[src/rtl/usb_data_buffer.sv]
// 64-byte shared byte FIFO between AHB slave and USB RX/TX packet engines.
// Optional sticky error flags: define USB_DATA_BUFFER_ERR_FLAGS_EN.
module usb_data_buffer #(
    parameter int DEPTH  = 64,
    parameter int ADDR_W = 6
) (
    input  logic              clk,
    input  logic              rst,
    input  logic              clear,
    input  logic              store_tx_data,
    input  logic [7:0]        tx_data,
    input  logic              get_rx_data,
    output logic [7:0]        rx_data,
    input  logic              store_rx_packet_data,
    input  logic [7:0]        rx_packet_data,
    input  logic              get_tx_packet_data,
    output logic [7:0]        tx_packet_data,
    output logic [ADDR_W:0]   buffer_occupancy
`ifdef USB_DATA_BUFFER_ERR_FLAGS_EN
    ,
    output logic              overflow_err,
    output logic              underflow_err
`endif
);

    localparam logic [ADDR_W:0] LP_FULL = DEPTH[ADDR_W:0];

    logic [7:0]        r_mem [DEPTH];
    logic [ADDR_W-1:0] r_wr_ptr;
    logic [ADDR_W-1:0] r_rd_ptr;
    logic [ADDR_W:0]   r_occ;
    logic [7:0]        r_rx_data;
    logic [7:0]        r_tx_pkt;

    logic       w_push_req;
    logic       w_pop_req;
    logic [7:0] w_push_byte;
    logic       w_empty;
    logic       w_full;
    logic       w_do_pop;
    logic       w_do_push;

    assign w_push_req  = store_tx_data | store_rx_packet_data;
    assign w_pop_req   = get_tx_packet_data | get_rx_data;
    assign w_push_byte = store_tx_data ? tx_data : rx_packet_data;
    assign w_empty     = (r_occ == '0);
    assign w_full      = (r_occ == LP_FULL);
    // On full, a concurrent pop frees the slot the push writes into.
    assign w_do_pop    = ~clear & w_pop_req & ~w_empty;
    assign w_do_push   = ~clear & w_push_req & (~w_full | w_do_pop);

    always_ff @(posedge clk) begin
        if (w_do_push) r_mem[r_wr_ptr] <= w_push_byte;
    end

    always_ff @(posedge clk or posedge rst) begin
        if (rst) begin
            r_wr_ptr  <= '0;
            r_rd_ptr  <= '0;
            r_occ     <= '0;
            r_rx_data <= '0;
            r_tx_pkt  <= '0;
        end else if (clear) begin
            r_wr_ptr <= '0;
            r_rd_ptr <= '0;
            r_occ    <= '0;
        end else begin
            if (w_do_push) r_wr_ptr <= r_wr_ptr + 1'b1;
            if (w_do_pop) begin
                r_rd_ptr <= r_rd_ptr + 1'b1;
                if (get_tx_packet_data) r_tx_pkt <= r_mem[r_rd_ptr];
                else                    r_rx_data <= r_mem[r_rd_ptr];
            end
            if (w_do_push && !w_do_pop)      r_occ <= r_occ + 1'b1;
            else if (w_do_pop && !w_do_push) r_occ <= r_occ - 1'b1;
        end
    end

    assign rx_data          = r_rx_data;
    assign tx_packet_data   = r_tx_pkt;
    assign buffer_occupancy = r_occ;

`ifdef USB_DATA_BUFFER_ERR_FLAGS_EN
    logic r_ovf;
    logic r_unf;
    logic w_push_drop;
    logic w_pop_drop;

    assign w_push_drop = (store_tx_data & store_rx_packet_data)
                       | (w_push_req & ~w_do_push);
    assign w_pop_drop  = (get_tx_packet_data & get_rx_data)
                       | (w_pop_req & ~w_do_pop);

    always_ff @(posedge clk or posedge rst) begin
        if (rst) begin
            r_ovf <= 1'b0;
            r_unf <= 1'b0;
        end else if (clear) begin
            r_ovf <= 1'b0;
            r_unf <= 1'b0;
        end else begin
            if (w_push_drop) r_ovf <= 1'b1;
            if (w_pop_drop)  r_unf <= 1'b1;
        end
    end

    assign overflow_err  = r_ovf;
    assign underflow_err = r_unf;
`endif

endmodule
[config.mk]
export PLATFORM = sky130hd
export DESIGN_NAME = usb_data_buffer
export DESIGN_NICKNAME = d
export VERILOG_FILES = /design/src/rtl/usb_data_buffer.sv
export SDC_FILE = /design/constraint.sdc
export NUM_CORES = 1
export LEC_CHECK = 0
export BUFFER_PORTS_ARGS = -buffer_cell sky130_fd_sc_hd__buf_2
export CORE_UTILIZATION = 50
export CTS_CLUSTER_DIAMETER = 200
export DETAILED_ROUTE_END_ITERATION = 8
export GPL_ROUTABILITY_DRIVEN = 0
export HOLD_SLACK_MARGIN = 0.02
export MAX_ROUTING_LAYER = met4
export PLACE_DENSITY = 0.68
export SYNTH_ARGS = -nofsm -noshare
export SYNTH_HDL_FRONTEND = slang
export SYNTH_SLANG_ARGS = --single-unit
[constraint.sdc]
create_clock -name clk -period 2.7 [get_ports clk]
set_clock_uncertainty 0.2 [all_clocks]
set_input_delay 0.54 -clock clk [delete_from_list [all_inputs] [get_ports clk]]
set_output_delay 0.54 -clock clk [all_outputs]
set_load 0.1 [all_outputs]
Yosys cells after proc, flatten, opt, wreduce, memory -nomap -nowiden:

Memories as Yosys holds them, arrays and structs flattened.
Index checks and enable logic that the tools add are counted.

* bitwise gates (word level): 11
* multiplexer cells: 10
* equal/unequal tests: 1
* $add $sub $neg: 4
* reductions and logical operators: 10

Operators with widths (count)
* 2-to-1 mux 6 bit: 4
* 2-to-1 mux 7 bit: 3
* adder 6 x 1 -> 6 bit (second input constant): 2
* 2-to-1 mux 8 bit: 1
* adder 7 x 1 -> 7 bit (second input constant): 1
* == test 7 bit (second input constant): 1
* zero test 7 bit: 1
* subtractor 7 x 1 -> 7 bit (second input constant): 1
* AND reduction 3 bit: 2
* bitwise AND 1 bit: 4
* inverter 1 bit: 4
* nonzero test 2 bit: 2
* OR 1 bit: 3
* nonzero test 3 bit: 1
* logical AND 1 bit: 2
* zero test 1 bit: 2
* 2-to-1 mux 1 bit: 2

* memory bits (writable): 512
* word-level logic and storage cells: 42
* input bits: 23
* output and inout port bits: 23
* bits in registers: 35
* memories: 1

Memories
* r_mem: words 64, bits a word 8, rd ports 1, clocked after memory_dff 0, wr ports 1, RTL line 28 `logic [7:0] r_mem [DEPTH];`

Longest topological paths before layout:

* depth in word-level cells: 10
* mapped depth: 12
* gate-level depth less buffers: 11

Least setup slack after synthesis:

OpenSTA, ideal clock, no wires.

* path type: reg-to-reg
* start: register r_occ[0], in the netlist buffer_occupancy[0]
* end: register r_occ[6], in the netlist buffer_occupancy[6]
* arrival time: 3116 ps
* path slack: -784 ps
* clock period less this slack: 3484 ps
* setup time: 168 ps
* cell stages (with the launch flop): 11
* path buffers: 0
* data required time: 2332 ps
* cell sequence: dfrtp_1 > nor2_1 > a311oi_2 > nand2b_1 > ha_1 > nor2b_1 > o21ai_0 > a21oi_1 > or2_2 > o2111ai_1 > o211ai_1

* word-level cells in the longest chain between the ends: 8
* elaborated cells on any way between the ends: 17
* classes of those cells: 2 x add/sub; 1 x eq/ne; 3 x mux; 5 x bitwise; 6 x reduce/logical

Ends and longest elaborated chain
* start, declared: RTL line 31 `logic [ADDR_W:0] r_occ;`
* start signal, assigned: RTL line 74 `if (w_do_push && !w_do_pop) r_occ <= r_occ + 1'b1;`
* start signal, assigned: RTL line 75 `else if (w_do_pop && !w_do_push) r_occ <= r_occ - 1'b1;`
* branches (longest 8 deep; another with subtractor 7 x 1 -> 7 bit)

Several ways; the timed one is not identified. The select of a mux whose other input is x is not followed.
A chain may end at the register's enable or synchronous reset.

Worst setup path after layout:

* start: register r_rd_ptr[0]
* end: register r_rx_data[3], in the netlist rx_data[3], read port of r_mem

* word-level cells in the longest chain between the ends: 1

Ends and longest elaborated chain
* start, declared: RTL line 30 `logic [ADDR_W-1:0] r_rd_ptr;`
* start signal, assigned: RTL line 70 `r_rd_ptr <= r_rd_ptr + 1'b1;`
* memory read (64 x 8 bit)
* end, declared: RTL line 32 `logic [7:0] r_rx_data;`

Every way passes these cells.

==> impl_summary.log <==
[metrics] ratio of cells with drive above 1 in the final layout: 31.6%
[metrics] worst reg2reg path startpoint: r_rd_ptr[0]
[metrics] effective utilization at floorplan: 51.2%
[metrics] result of the run: complete, no violations
[metrics] CP Launch Type: register
[metrics] H-tree depth reported by CTS: 2
[metrics] part of the power in the clock network: a little under a third
[metrics] sequential area share after synthesis: between 70% and 80%
[metrics] detail-routed net length per standard cell: 24.9 µm
[metrics] biggest area consumer among synthesized cells: edfxtp_1
[metrics] Fin Hold WS: ~0.21 ns
[metrics] areal power density over the cells: slightly below 900 mW/mm²
[metrics] Non-Filler Cell Area, Final: about 0.026 mm²
[metrics] setup violators final: 0
[metrics] total power after layout: 22.3 mW
[metrics] area of the die: between 0.04 and 0.05 mm²
[metrics] area fraction of the dominant cell type after synthesis: between 70% and 80%
[metrics] Area after DPL: roughly 0.024 mm²
[metrics] post-route setup slack: 0.00383 ns
[metrics] Port Buffers: 45
[metrics] chip width: between 200 and 250 µm
[metrics] Avg Cell Area, Syn: between 15 and 20 µm²
[metrics] Post-Route Utilization: a little over 60%
[metrics] net switching share of the total power: slightly below 30%
[metrics] transition at the pin with the smallest max-transition slack: a little under 0.8 ns
[metrics] drt pass-1 iters: 5
[metrics] count of mapped cells out of synthesis: ~1100
[metrics] number of antenna violations at the first check in global routing: 1
[metrics] combinational group share of total power: between 20% and 30%
[metrics] Lkg Pwr: approximately 8.6 nW
[metrics] setup slack after placement: -0.125 ns
[metrics] total DRC errors in the routed layout: 0
[metrics] latest clock arrival within the worst-skew pair: between 0.5 and 0.6 ns
[metrics] type of the worst min-delay path: in2reg
[metrics] Die Span Y: approximately 210 µm
[metrics] Cell variety after synth: 52
[metrics] critical path class: reg2reg
[metrics] max-slew violation count: 0
[metrics] CP Data Required Time: 2.94 ns
[metrics] placed wire-length estimate after detailed placement: between 20 and 30 mm
[metrics] total global routing track utilization: 23.3%
[metrics] largest net degree at the start of global routing: 65
[metrics] global routing met1 resource utilization: 31.8%
[metrics] share of the clock period used by the worst path after layout: approximately 100%
[metrics] unrepaired setup endpoints after global routing: true
[metrics] final sum of negative setup slack: 0 ns
[metrics] Final Hold Vio Count: 0
[metrics] CTS Root Buffer Type: clkbuf_16
[metrics] total congestion overflow after global routing: 0
[metrics] maxcap violations: 0
[metrics] kind of end point of the critical path: register
[metrics] total placed cells including tap cells: 1848
[metrics] IO Count: 46
[metrics] Tmin final: roughly 2.7 ns
[metrics] Peak supply drop: 0.000888 V
[metrics] internal power of the cells: approximately 16 mW
[metrics] layout overhead on the synthesized area: 17.8%
[metrics] DRC violation total after the first TritonRoute iteration: 1124
[metrics] critical path data arrival time: 2.94 ns
[metrics] global routing met3 resource utilization: under 10%
[metrics] Reg power frac: roughly 44%
[metrics] clock tree from TritonCTS: built
[metrics] core area: 0.0423 mm²
[metrics] Detailed Route WL: ~49 mm
[metrics] Detail Route Antenna Nets: 0
[metrics] crit path launch: r_rd_ptr[0]
[metrics] most common flop cell mapped by yosys: edfxtp_1
[metrics] mean number of vias per cell: 5.80
[metrics] post-synth net total: between 1000 and 1500
[metrics] first-pass GRT wire length: 73.0 mm
[metrics] number of vias in the routed layout: between 10000 and 15000
[metrics] clock sink count: roughly 550
[metrics] net switching power: 6.61 mW
[metrics] Cell Rows: 75
[metrics] number of synthesized flops with an enable pin: 512
[metrics] internal reg-to-reg setup slack: roughly 0.0038 ns
[metrics] relative slew slack: approximately 47%
[metrics] CTS clock-pin slew for the worst setup and hold paths: ~0.06 ns
[metrics] total of flip-flops plus latches after synthesis: between 500 and 600
[metrics] via count of the first global-routing pass: between 10000 and 15000
[metrics] asr flop ratio synth: 6.40%
[metrics] met2 layer usage reported by global route: a little over a third
[metrics] Syn Std Cell Area: about 0.022 mm²
[metrics] total number of yosys warnings: 0
[metrics] launch instance of the worst min-delay path: clear
[metrics] Max Freq: 371 MHz
[metrics] number of clock buffers inserted by TritonCTS: 52
[metrics] Total Nets Final: ~1400
[metrics] top cells by area in the synthesized netlist: edfxtp_1 (71%), mux4_2 (9.9%), dfrtp_1 (4.0%), mux2i_1 (3.4%), nor2_1 (1.4%)
[metrics] critical path peak fanout: 12
[metrics] fin cells: 1959
[metrics] CTS max path bufs: 3
[metrics] Most Crowded Layer GR: met2
sequential cells by signal, indices dropped and copies added (netlist names):
register,count
r_rd_ptr,6
rx_data,8
buffer_occupancy,7
r_mem,512
r_wr_ptr,6
tx_packet_data,8
layout by cell type (no fill, tap or decap), types with 4 or more instances in the layout:
cell type / count
a22oi_1: 20
nand3_1: 8
xor2_1: 7
inv_1: 6
mux2i_1: 74
o22ai_1: 16
edfxtp_1: 512
mux2_2: 10
nand3b_1: 5
dfrtp_1: 26
ha_4: 4
buf_2: 45
mux4_2: 95
nor2_1: 78
nor2b_1: 4
clkbuf_16: 56
clkinv_2: 12
clkbuf_8: 10
clkinv_1: 7
a211oi_1: 15
dfrtp_4: 8
nand2_1: 49
o221ai_1: 15
ha_1: 4
o21ai_1: 20
o21ai_0: 8
a32oi_1: 5
buf_12: 10
buf_4: 144
clkbuf_1: 10
o31ai_1: 4
a21oi_1: 24
routing by layer:
layer / routed length, µm / up-vias / share of wire, %
met4: 1320 / 0 / 2.7
met5: 0 / - / 0
li1: - / 5027 / -
met1: 20500 / 5866 / 42
met3: 3890 / 81 / 8.0
met2: 23100 / 390 / 47
power groups by stage:
stage	combinational, mW	sequential, mW	clock (mW)
5_1_grt	5.77	9.78	7.47
4_1_cts	5.26	9.76	7.12
2_1_floorplan	2.65	11.0	0
3_3_place_gp	5.12	9.93	0
6_report	5.48	9.76	7.02
3_5_place_dp	5.17	9.94	0
cells by family (layout without fill, tap and decap cells):
| logic type | Yosys count | count (layout) | share of synthesized area [%] |
|---|---|---|---|
| xor gates and xnor gates | 9 | 9 | 0.364 |
| adders and majority gates | 9 | 9 | 0.554 |
| muxes | 179 | 179 | 13.8 |
| other | 0 | 1 | 0 |
| buffers and inverters | 77 | 313 | 1.88 |
| DFF | 547 | 547 | 75.0 |
| AOI/OAI and AO/OA | 156 | 156 | 4.97 |
| and+or+nand+nor | 168 | 168 | 3.44 |
final timing paths:
| kind | endpoint | depth (start not counted) |
|---|---|---|
| max | rx_data[3] | 7 |
| min | r_wr_ptr[3] | 3 |
| max reg2reg | rx_data[3] | 7 |
| min reg2reg | rx_data[3] | 2 |
| max in group asynchronous | r_rd_ptr[0] | 4 |
| min in group asynchronous | tx_packet_data[2] | 4 |
synth_stat cells (4+ instances only):
master and count:
xor2_1 7, inv_1 7, a21oi_1 27, nor2_1 80, o21ai_0 10, nand2_1 51
o22ai_1 16, edfxtp_1 512, o221ai_1 15, mux4_2 95, nor2b_1 6, buf_1 7
mux2_2 10, a32oi_1 5, dfrtp_1 35, o21ai_1 20, buf_6 9, ha_1 8
buf_2 13, a211oi_1 16, buf_4 9, o31ai_1 4, nand3_1 9, a22oi_1 23
nand3b_1 5, mux2i_1 74, clkbuf_1 31
final cells by class:
| class | count | area, µm² |
|---|---|---|
| clock inverter | 25 | 158 |
| inverter | 8 | 30.0 |
| clock buffer | 73 | 1500 |
| tap | 577 | 722 |
| timing repair buffer | 207 | 1670 |
| fill | 3028 | 16800 |
| sequential | 547 | 16300 |
| antenna | 1 | 2.50 |
| multi-input combinational | 521 | 5160 |
worst max-delay path: stages (launching register included):
cell and delay, ns:
dfrtp_4 0.45, buf_4 0.14, buf_12 0.17, mux4_2 0.52, a211oi_1 0.44, o21ai_1 0.19
a32oi_2 0.33, o21ai_1 0.11
repair_timing:
item,CTS,global route
buffers inserted,2,6
hold buffers,1,0
resized for setup,8,11
endpoints found under the hold margin,35,0
endpoints found under the setup margin,1,16
gates cloned,0,3
pin swaps,5,6
Note: power is estimated with default switching activity, not from simulation.
